$ cat src/rtl/insight_tl_pkg.sv
// Shared definitions for the Insight TileLink-UL D-channel responder.
//   - A/D opcode encodings
//   - tl_resp_t: one queued D-channel response, sized for the widest
//     supported configuration (DATA_W up to 64, SOURCE_W up to 16,
//     USER_W up to 8); instances use the low bits.
//   - tl_legal(): request legality (opcode, size, alignment, range).
package insight_tl_pkg;

    localparam logic [2:0] A_PUT_FULL    = 3'd0;
    localparam logic [2:0] A_PUT_PARTIAL = 3'd1;
    localparam logic [2:0] A_GET         = 3'd4;

    localparam logic [2:0] D_ACK         = 3'd0;
    localparam logic [2:0] D_ACK_DATA    = 3'd1;

    localparam int MAX_DATA_W   = 64;
    localparam int MAX_SOURCE_W = 16;
    localparam int MAX_USER_W   = 8;
    localparam int MAX_ADDR_W   = 32;

    typedef struct packed {
        logic [2:0]              opcode;
        logic [2:0]              size;
        logic [MAX_SOURCE_W-1:0] source;
        logic [MAX_USER_W-1:0]   user;
        logic                    denied;
        logic                    corrupt;
        logic [MAX_DATA_W-1:0]   data;
    } tl_resp_t;

    // lg_bytes = log2(bytes per word); depth = words in the array.
    function automatic logic tl_legal(input logic [2:0]            opcode,
                                      input logic [2:0]            size,
                                      input logic [MAX_ADDR_W-1:0] addr,
                                      input int unsigned           lg_bytes,
                                      input int unsigned           depth);
        logic [MAX_ADDR_W-1:0] align_mask;
        logic                  op_ok;
        align_mask = (MAX_ADDR_W'(1) << size) - MAX_ADDR_W'(1);
        op_ok      = (opcode == A_PUT_FULL) || (opcode == A_PUT_PARTIAL) ||
                     (opcode == A_GET);
        return op_ok && (32'(size) <= lg_bytes) &&
               ((addr & align_mask) == '0) &&
               (32'(addr >> lg_bytes) < depth);
    endfunction

endpackage

$ cat src/rtl/insight_tl_resp_fifo.sv
// Two-entry response FIFO.
//   clock/reset_n : clock, synchronous active-low reset (empties the FIFO)
//   push/din      : enqueue; caller only pushes when !full or popping
//   pop/dout      : dequeue head; dout is the head entry, held while not popped
//   count/full/empty : occupancy
// Push and pop on the same edge are both honoured, including when full.
module insight_tl_resp_fifo #(
    parameter int W = 8
) (
    input  logic         clock,
    input  logic         reset_n,
    input  logic         push,
    input  logic [W-1:0] din,
    input  logic         pop,
    output logic [W-1:0] dout,
    output logic [1:0]   count,
    output logic         full,
    output logic         empty
);

    logic [W-1:0] slot [2];
    logic         rd_ptr;
    logic         wr_ptr;

    always_ff @(posedge clock) begin
        if (!reset_n) begin
            rd_ptr <= 1'b0;
            wr_ptr <= 1'b0;
            count  <= 2'd0;
        end else begin
            // When full with push+pop, wr_ptr == rd_ptr: the slot being
            // overwritten is the head being popped this same edge.
            if (push) begin
                slot[wr_ptr] <= din;
                wr_ptr       <= ~wr_ptr;
            end
            if (pop) rd_ptr <= ~rd_ptr;
            count <= count + {1'b0, push} - {1'b0, pop};
        end
    end

    assign dout  = slot[rd_ptr];
    assign full  = (count == 2'd2);
    assign empty = (count == 2'd0);

endmodule

$ cat src/rtl/insight_tl_ul_d_responder.sv
// TileLink-UL slave endpoint: services Get / PutFullData / PutPartialData
// against a DEPTH-word register array and returns AccessAck(Data) on D,
// echoing size/source/user. Up to two responses are buffered so requests
// stream at one per cycle when d_ready is held high.
//   clock, reset_n     : clock, synchronous active-low reset
//   a_*                : A-channel request (valid/ready handshake)
//   d_*                : D-channel response (valid/ready handshake);
//                        all d_* fields read as 0 while d_valid is low
module insight_tl_ul_d_responder
    import insight_tl_pkg::*;
#(
    parameter int ADDR_W   = 12,
    parameter int DATA_W   = 32,
    parameter int SOURCE_W = 4,
    parameter int USER_W   = 2,
    parameter int DEPTH    = 16
) (
    input  logic                clock,
    input  logic                reset_n,
    input  logic                a_valid,
    output logic                a_ready,
    input  logic [2:0]          a_opcode,
    input  logic [2:0]          a_size,
    input  logic [SOURCE_W-1:0] a_source,
    input  logic [ADDR_W-1:0]   a_address,
    input  logic [DATA_W/8-1:0] a_mask,
    input  logic [DATA_W-1:0]   a_data,
    input  logic [USER_W-1:0]   a_user,
    output logic                d_valid,
    input  logic                d_ready,
    output logic [2:0]          d_opcode,
    output logic [1:0]          d_param,
    output logic [2:0]          d_size,
    output logic [SOURCE_W-1:0] d_source,
    output logic [USER_W-1:0]   d_user,
    output logic                d_sink,
    output logic                d_denied,
    output logic                d_corrupt,
    output logic [DATA_W-1:0]   d_data
);

    localparam int          NBYTES   = DATA_W / 8;
    localparam int unsigned LG_BYTES = $clog2(NBYTES);
    localparam int unsigned DEPTH_U  = DEPTH;
    localparam int          IDX_W    = (DEPTH > 1) ? $clog2(DEPTH) : 1;

    logic [DATA_W-1:0] mem [DEPTH];
    logic [IDX_W-1:0]  idx;
    logic              legal, is_get, is_put;
    logic              a_fire, d_fire;
    logic [1:0]        count;
    logic              full, empty;
    tl_resp_t          rsp_in, rsp_head, d_rsp;
    logic              unused_head;

    assign idx    = IDX_W'(a_address >> LG_BYTES);
    assign is_get = (a_opcode == A_GET);
    assign is_put = (a_opcode == A_PUT_FULL) || (a_opcode == A_PUT_PARTIAL);
    assign legal  = tl_legal(a_opcode, a_size, MAX_ADDR_W'(a_address),
                             LG_BYTES, DEPTH_U);

    assign d_valid = ~empty;
    assign d_fire  = d_valid & d_ready;
    // A slot frees up this edge if the head is leaving.
    assign a_ready = ~full | d_fire;
    assign a_fire  = a_valid & a_ready;

    always_ff @(posedge clock) begin
        if (!reset_n) begin
            for (int i = 0; i < DEPTH; i++) mem[i] <= '0;
        end else if (a_fire && legal && is_put) begin
            for (int b = 0; b < NBYTES; b++)
                if (a_mask[b]) mem[idx][8*b +: 8] <= a_data[8*b +: 8];
        end
    end

    // Get data is sampled at the accept edge; only one A per cycle, so no
    // write can coincide with it.
    always_comb begin
        rsp_in         = '0;
        rsp_in.opcode  = is_get ? D_ACK_DATA : D_ACK;
        rsp_in.size    = a_size;
        rsp_in.source  = MAX_SOURCE_W'(a_source);
        rsp_in.user    = MAX_USER_W'(a_user);
        rsp_in.denied  = ~legal;
        rsp_in.corrupt = is_get & ~legal;
        if (is_get && legal) rsp_in.data = MAX_DATA_W'(mem[idx]);
    end

    insight_tl_resp_fifo #(
        .W($bits(tl_resp_t))
    ) u_resp_fifo (
        .clock   (clock),
        .reset_n (reset_n),
        .push    (a_fire),
        .din     (rsp_in),
        .pop     (d_fire),
        .dout    (rsp_head),
        .count   (count),
        .full    (full),
        .empty   (empty)
    );

    // Stale FIFO slots are never exposed: idle D fields read as zero.
    assign d_rsp     = empty ? '0 : rsp_head;
    assign d_opcode  = d_rsp.opcode;
    assign d_param   = 2'b00;
    assign d_size    = d_rsp.size;
    assign d_source  = d_rsp.source[SOURCE_W-1:0];
    assign d_user    = d_rsp.user[USER_W-1:0];
    assign d_sink    = 1'b0;
    assign d_denied  = d_rsp.denied;
    assign d_corrupt = d_rsp.corrupt;
    assign d_data    = d_rsp.data[DATA_W-1:0];

    // Upper struct bits beyond the configured widths, and count, are unused.
    assign unused_head = ^{d_rsp, count};

endmodule
$ cat config.mk
export PLATFORM = sky130hd
export DESIGN_NAME = insight_tl_ul_d_responder
export DESIGN_NICKNAME = d
export VERILOG_FILES = /design/src/rtl/insight_tl_pkg.sv /design/src/rtl/insight_tl_resp_fifo.sv /design/src/rtl/insight_tl_ul_d_responder.sv
export SDC_FILE = /design/constraint.sdc
export NUM_CORES = 1
export LEC_CHECK = 0
export BUFFER_PORTS_ARGS = -buffer_cell sky130_fd_sc_hd__buf_4
export CORE_UTILIZATION = 50
export DETAILED_ROUTE_END_ITERATION = 7
export GPL_TIMING_DRIVEN = 0
export HOLD_SLACK_MARGIN = 0.15
export PLACE_DENSITY_LB_ADDON = 0.2
export RECOVER_POWER = 25
export SYNTH_ARGS = -nofsm -noshare
export SYNTH_HDL_FRONTEND = slang
export SYNTH_SLANG_ARGS = --single-unit
$ cat constraint.sdc
create_clock -name clock -period 3.75 [get_ports clock]
set_input_delay 0.1875 -clock clock [delete_from_list [all_inputs] [get_ports clock]]
set_output_delay 0.1875 -clock clock [all_outputs]
set_load 0.05 [all_outputs]
# [Word level (Yosys, flattened, before mapping)]
# Memory sizes are Yosys's and may differ from the RTL's. A register that Yosys moved wholly into a read port is not among the register bits.
# Cells that the tools add are included.
[totals] regBits=4 ramBits=600 input_bits=64 out_inout_bits=51 wordCells=64 mem_count=2
[op_classes] n_addsub=3 n_lt_le_gt_ge=2 n_eq_ne=3 shift=1 muxes=28 bitwise=10 reduce_logical=12
[mem_list] name="mem" depth=16 width=32 rd=1 rd_ports_with_merged_regs=0 write_ports=16 line="insight_tl_ul_d_responder.sv:47" source="logic [DATA_W-1:0] mem [DEPTH];"
[mem_list] name="u_resp_fifo.slot" depth=2 width=44 rd=1 rd_ports_with_merged_regs=1 write_ports=1 line="insight_tl_resp_fifo.sv:21" source="logic [W-1:0] slot [2];"
[ops] cell="2-to-1 mux 96 bit" count=1
[ops] cell="2-to-1 mux 32 bit" count=2
[ops] cell="bitwise AND 12 x 32 -> 32 bit" count=1
[ops] cell="logical NOT 32 bit" count=1
[ops] cell="OR reduction 32 bit" count=1
[ops] cell="<< shifter 1 x 3 -> 32 bit, first input constant" count=1
[ops] cell="subtractor 32 x 2 -> 32 bit, second input constant" count=1
[ops] cell="2-to-1 mux 1 bit" count=23
[ops] cell="< comparator 10 x 5 -> 1 bit, second input constant" count=1
[ops] cell="2-to-1 mux 4 bit" count=2
[ops] cell="logical AND 1 bit" count=6
[ops] cell="inverter 1 bit" count=5
[ops] cell="bitwise AND 1 bit" count=3
[ops] cell="== test 3 x 1 -> 1 bit, second input constant" count=1
[ops] cell="== test 3 bit, second input constant" count=1
[ops] cell="less-or-equal comparator 3 x 2 -> 1 bit, second input constant" count=1
[ops] cell="logical NOT 3 bit" count=1
[ops] cell="adder 2 x 1 -> 2 bit" count=1
[ops] cell="== test 2 bit, second input constant" count=1
[ops] cell="logical NOT 2 bit" count=1
[ops] cell="logical OR 1 bit" count=2
[ops] cell="subtractor 2 x 1 -> 2 bit" count=1
[ops] cell="OR 1 bit" count=1

# [Depth between registers and ports, before layout]
[logic_depth] word_depth=13 ltp_mapped=9 depth_no_buf=9

# [Hierarchy]
# Synthesis repeated with hierarchy kept, for this count alone.
[hier_totals] hier_cells=1974 area_unflattened_um2=31048.5
[by_module_without_submodules] mod="insight_tl_ul_d_responder" instances=1 cells_per_inst=1653 area_each_um2=23692.7
[by_module_without_submodules] mod="insight_tl_resp_fifo" instances=1 cells_per_inst=321 area_each_um2=7355.8

# [Worst setup path before layout]
# No wires, ideal clock.
[synth_timing] kind="reg-to-reg" startpoint="reg u_resp_fifo.count[1]" endpoint="mem u_resp_fifo.slot[0][0] (netlist bit), enable pin" arrival_ns=3.127 path_slack_ns=0.172 path_stages_with_launch=5 cell_sequence="dfxtp_1 or3b_2 and3_1 clkbuf_1 nor2b_1"
[synth_between] elab_chain_cells=8 word_cells_on_any_way=10
[synth_rtl] element="start, declared" line="insight_tl_resp_fifo.sv:16" source="output logic [1:0] count,"
[synth_rtl] element="start signal, assigned" line="insight_tl_resp_fifo.sv:38" source="count <= count + {1'b0, push} - {1'b0, pop};"
[synth_rtl] element="logical NOT 2 bit" line="insight_tl_resp_fifo.sv:44" source="assign empty = (count == 2'd0);"
[synth_rtl] element="inverter 1 bit" line="insight_tl_ul_d_responder.sv:62" source="assign d_valid = ~empty;"
[synth_rtl] element="bitwise AND 1 bit" line="insight_tl_ul_d_responder.sv:63" source="assign d_fire = d_valid & d_ready;"
[synth_rtl] element="OR 1 bit *" line="insight_tl_ul_d_responder.sv:65" source="assign a_ready = ~full | d_fire;"
[synth_rtl] element="net a_ready" line="insight_tl_ul_d_responder.sv:21" source="output logic a_ready,"
[synth_rtl] element="bitwise AND 1 bit *" line="insight_tl_ul_d_responder.sv:66" source="assign a_fire = a_valid & a_ready;"
[synth_rtl] element="2-to-1 mux 1 bit *" line="insight_tl_resp_fifo.sv:33" source="if (push) begin"
[synth_rtl] element="2-to-1 mux 1 bit *" line="insight_tl_resp_fifo.sv:26" source="if (!reset_n) begin"
[synth_rtl] element="2-to-1 mux 1 bit (implied by the code) *" line="insight_tl_resp_fifo.sv:34" source="slot[wr_ptr] <= din;"
[synth_rtl] element="end, declared" line="insight_tl_resp_fifo.sv:21"
# Mark *: on every way through the listed nets, which the timed path passes. The rest lies on a longest branch.

==> reports/results.tsv <==
metric	value	unit
outcome	complete, but fails checks	
violated checks	design-rule violations, max-capacitance violations, max-slew violations	
Max Freq	0.273	GHz
EDFF count, synth	600	
Synth async-reset ratio	0	%
Final Cycle Share	97.5	%
CTS sink count	605	
VDD IR max	391	uV
global-route wire length before repair	118000	um
critical path class	primary input to flip-flop	
synthesized area	0.0269	mm2
Vias	18100	
cell mode on critical path	clkbuf_1	
Synth Area in Simple Gates	12.7	%
design area	0.0308	mm2
synthesized flop and latch total	605	
ant diodes	0	
final wirelength	82100	um
# H-tree levels	2	
Post-CTS Setup Repair Bufs	0	
Slew headroom	-5.24	%
die area	0.0547	mm2
Seq/Total Area, Yosys	67.4	%
leakage	9.69	nW
worst endpoint required time	3.96	ns
worst r2r src	u_resp_fifo.count[1]	
synthesized instance count	1789	
Worst EP arrival	3.87	ns
grt ovf	0	
Worst R2R Setup Slack	0.23	ns
Setup violations, final	0	
top-area cell type share of the netlist area	67.1	%
largest stage delay on the critical path	1.27	ns
Worst setup EP type	flip-flop	
RR Endpoint	mem[14][18]	
Detail Route Antenna Nets	0	
Clk Latency, worst-skew pair	0.61	ns
initial core utilization	50.8	%
vias in the first global route	17400	
total track usage	30.5	%
Hold Path Depth	3	
warnings from Yosys	0	
mux contribution to synthesized area	15.0	%
most frequent cell after synthesis	edfxtp_1	
vias per cell	6.55	
CTS tree	yes	
die width	234	um
Nets	2094	
post-layout worst setup margin	0.0920	ns
CP delay by family, top	compound AO/OA/AOI/OAI gates	
largest family of logic cells by synthesized area	multiplexers	
worst slack, placed	-0.257	ns
first-pass iteration count of the detailed router	8	
post-synthesis xor/xnor area fraction	0.130	%
unique cell type count in the Yosys netlist	35	
DP HPWL	60000	um
# DRC	7	
Adder-Cell Fraction of Synth Area	0.0931	%
antenna violations before repair	3	
area leader, netlist	edfxtp_1	
initial DRC count	2742	
share of cells above drive strength 1	19.6	%
Placed Area	0.0287	mm2
Buf/Inv on CP	3	
most frequent cells after synthesis	edfxtp_1 (600), nor3_1 (512), mux4_2 (157)	
final hold vios	0	
clk slew on worst S/H paths	0.07	ns
worst-path maximum fanout	10	
I/O pins	115	
hold slack	0.181	ns
CP Launch Type	primary input	
area grow syn2layout	14.8	%
Root Buffer Master	clkbuf_16	
fin crit period	3.66	ns
max-cap violations	2	
post-layout util	58.3	%
Design Power	16.1	mW
WL/cell	29.8	um
synthesized area per cell	15.0	um2
power per cell area	522	mW/mm2
Std-Cell Rows	84	
Port Buffer Count	106	
FF-to-FF path depth	6	
RSZ-0062 raised after global routing	no	
die height	234	um
largest net degree at the start of global routing	24	
Setup Skew	0.0139	ns
hold path start	a_data[6]	
clk buf depth	3	
area of the core	0.0529	mm2
worst-path cell chain	dlygate4sd3_1, clkbuf_1, o22ai_1, nand4_1, clkbuf_1, o21ai_0	
crit path max-delay cell type	o21ai_0	
min-delay worst type	primary input to flip-flop	
leading post-synthesis cells by cell area	edfxtp_1 (67%), mux4_2 (13%), nor3_1 (9.5%)	
Slew @ Worst Pin	1.56	ns
Main synth FF type	edfxtp_1	
Num CTS Buffers	60	
Hold Path End	mem[13][6]	
compound-gate portion of the synthesized area	1.42	%
final-report max-slew violation count	9	
# fillers	4222	
GP Congestion	0.987	
-- worst max path at each step --
| stage | start | to | slack (ns) | cells past startpoint |
|---|---|---|---|---|
| final | a_size[0] | mem[14][18] | 0.09 | 6 |
| after floorplan | u_resp_fifo.count[1] | u_resp_fifo.slot[0][0] | 0.17 | 4 |
| after global routing | a_size[0] | mem[1][1] | 0.04 | 6 |
| after CTS | a_size[0] | mem[3][21] | 0.08 | 6 |
| after detailed placement | a_size[2] | mem[0][6] | -0.26 | 6 |
| after global placement | u_resp_fifo.count[1] | u_resp_fifo.slot[0][10] | -0.82 | 4 |
-- layout make-up --
| class | instances | area (um2) | area share [%] |
|---|---|---|---|
| plain buffers | 211 | 863 | 2.80 |
| clock buffers | 84 | 1660 | 5.39 |
| clock inverters | 21 | 119 | 0.386 |
| inverters | 4 | 15.0 | 0.0487 |
| multi-input cells | 973 | 7880 | 25.6 |
| flip-flops and latches | 605 | 18100 | 58.8 |
| well taps | 688 | 861 | 2.79 |
| repair buffers | 173 | 1310 | 4.25 |
-- sequential cells by signal, indices dropped and copies added (netlist names), named ones only --
name,count
mem,512
u_resp_fifo.slot,88
u_resp_fifo.count,2
u_resp_fifo.rd_ptr,1
u_resp_fifo.wr_ptr,1
-- report_power, final --
part,leakage [nW],internal (mW),switching (mW)
combinational,2.71,0.831,1.86
clock,0.872,3.12,2.51
sequential,6.11,7.69,0.0777
total,9.69,11.6,4.45
-- cells by family (layout without fill, tap and decap cells) --
| family | after synthesis | count (layout) |
|---|---|---|
| buffers and inverters | 215 | 493 |
| muxes | 205 | 205 |
| and+or+nand+nor | 684 | 684 |
| other | 1 | 5 |
| AOI/OAI and AO/OA | 73 | 73 |
| adders and majority gates | 2 | 2 |
| xor gates and xnor gates | 4 | 4 |
| DFF | 605 | 605 |
-- metal layers --
| metal | GRT usage (%) | share of wire [%] | vias to the layer above |
|---|---|---|---|
| li1 | - | - | 7472 |
| met1 | 42.1 | 38 | 9189 |
| met2 | 48.7 | 48 | 1235 |
| met3 | 6.77 | 11 | 180 |
| met4 | 9.40 | 3.2 | 4 |
| met5 | 0 | 0.028 | - |
-- layout by cell type, fill, tap and decap left out, types with 10 or more instances in the layout --
| master | synthesis | routed |
|---|---|---|
| buf_4 | 6 | 105 |
| nor2_1 | 49 | 49 |
| clkinv_1 | 0 | 11 |
| o21ai_1 | 0 | 27 |
| nand2_1 | 57 | 57 |
| mux4_2 | 157 | 157 |
| nor2b_1 | 36 | 35 |
| clkbuf_1 | 147 | 189 |
| edfxtp_1 | 600 | 600 |
| o21ai_0 | 65 | 38 |
| mux2i_1 | 48 | 48 |
| dlygate4sd3_1 | 0 | 38 |
| clkbuf_16 | 0 | 61 |
| nor3_1 | 512 | 512 |
| clkbuf_4 | 0 | 10 |
| and2_1 | 15 | 10 |
| buf_2 | 43 | 48 |
-- stage by stage --
step,std cells,TNS (ns)
CTS,2750,0
detailed placement,2607,-26.96
finish,2759,0
floorplan,1793,0
global route,2759,0
global placement,2587,-87.05
-- timing repair --
item | 4_1_cts | 5_1_grt
gates resized for setup | 0 | 3
endpoints found under the hold margin | 113 | 0
endpoints found under the setup margin | 0 | 17
hold buffers | 38 | 0
-- worst register-to-register path, stage by stage (launching register included) --
cell      delay, ns
dfxtp_1        0.33
or3b_2         0.22
and3_1         0.15
clkbuf_1       0.34
nand4_1        0.43
clkbuf_1       0.40
o21ai_0        1.27
Note: power is estimated with default switching activity, not from simulation.
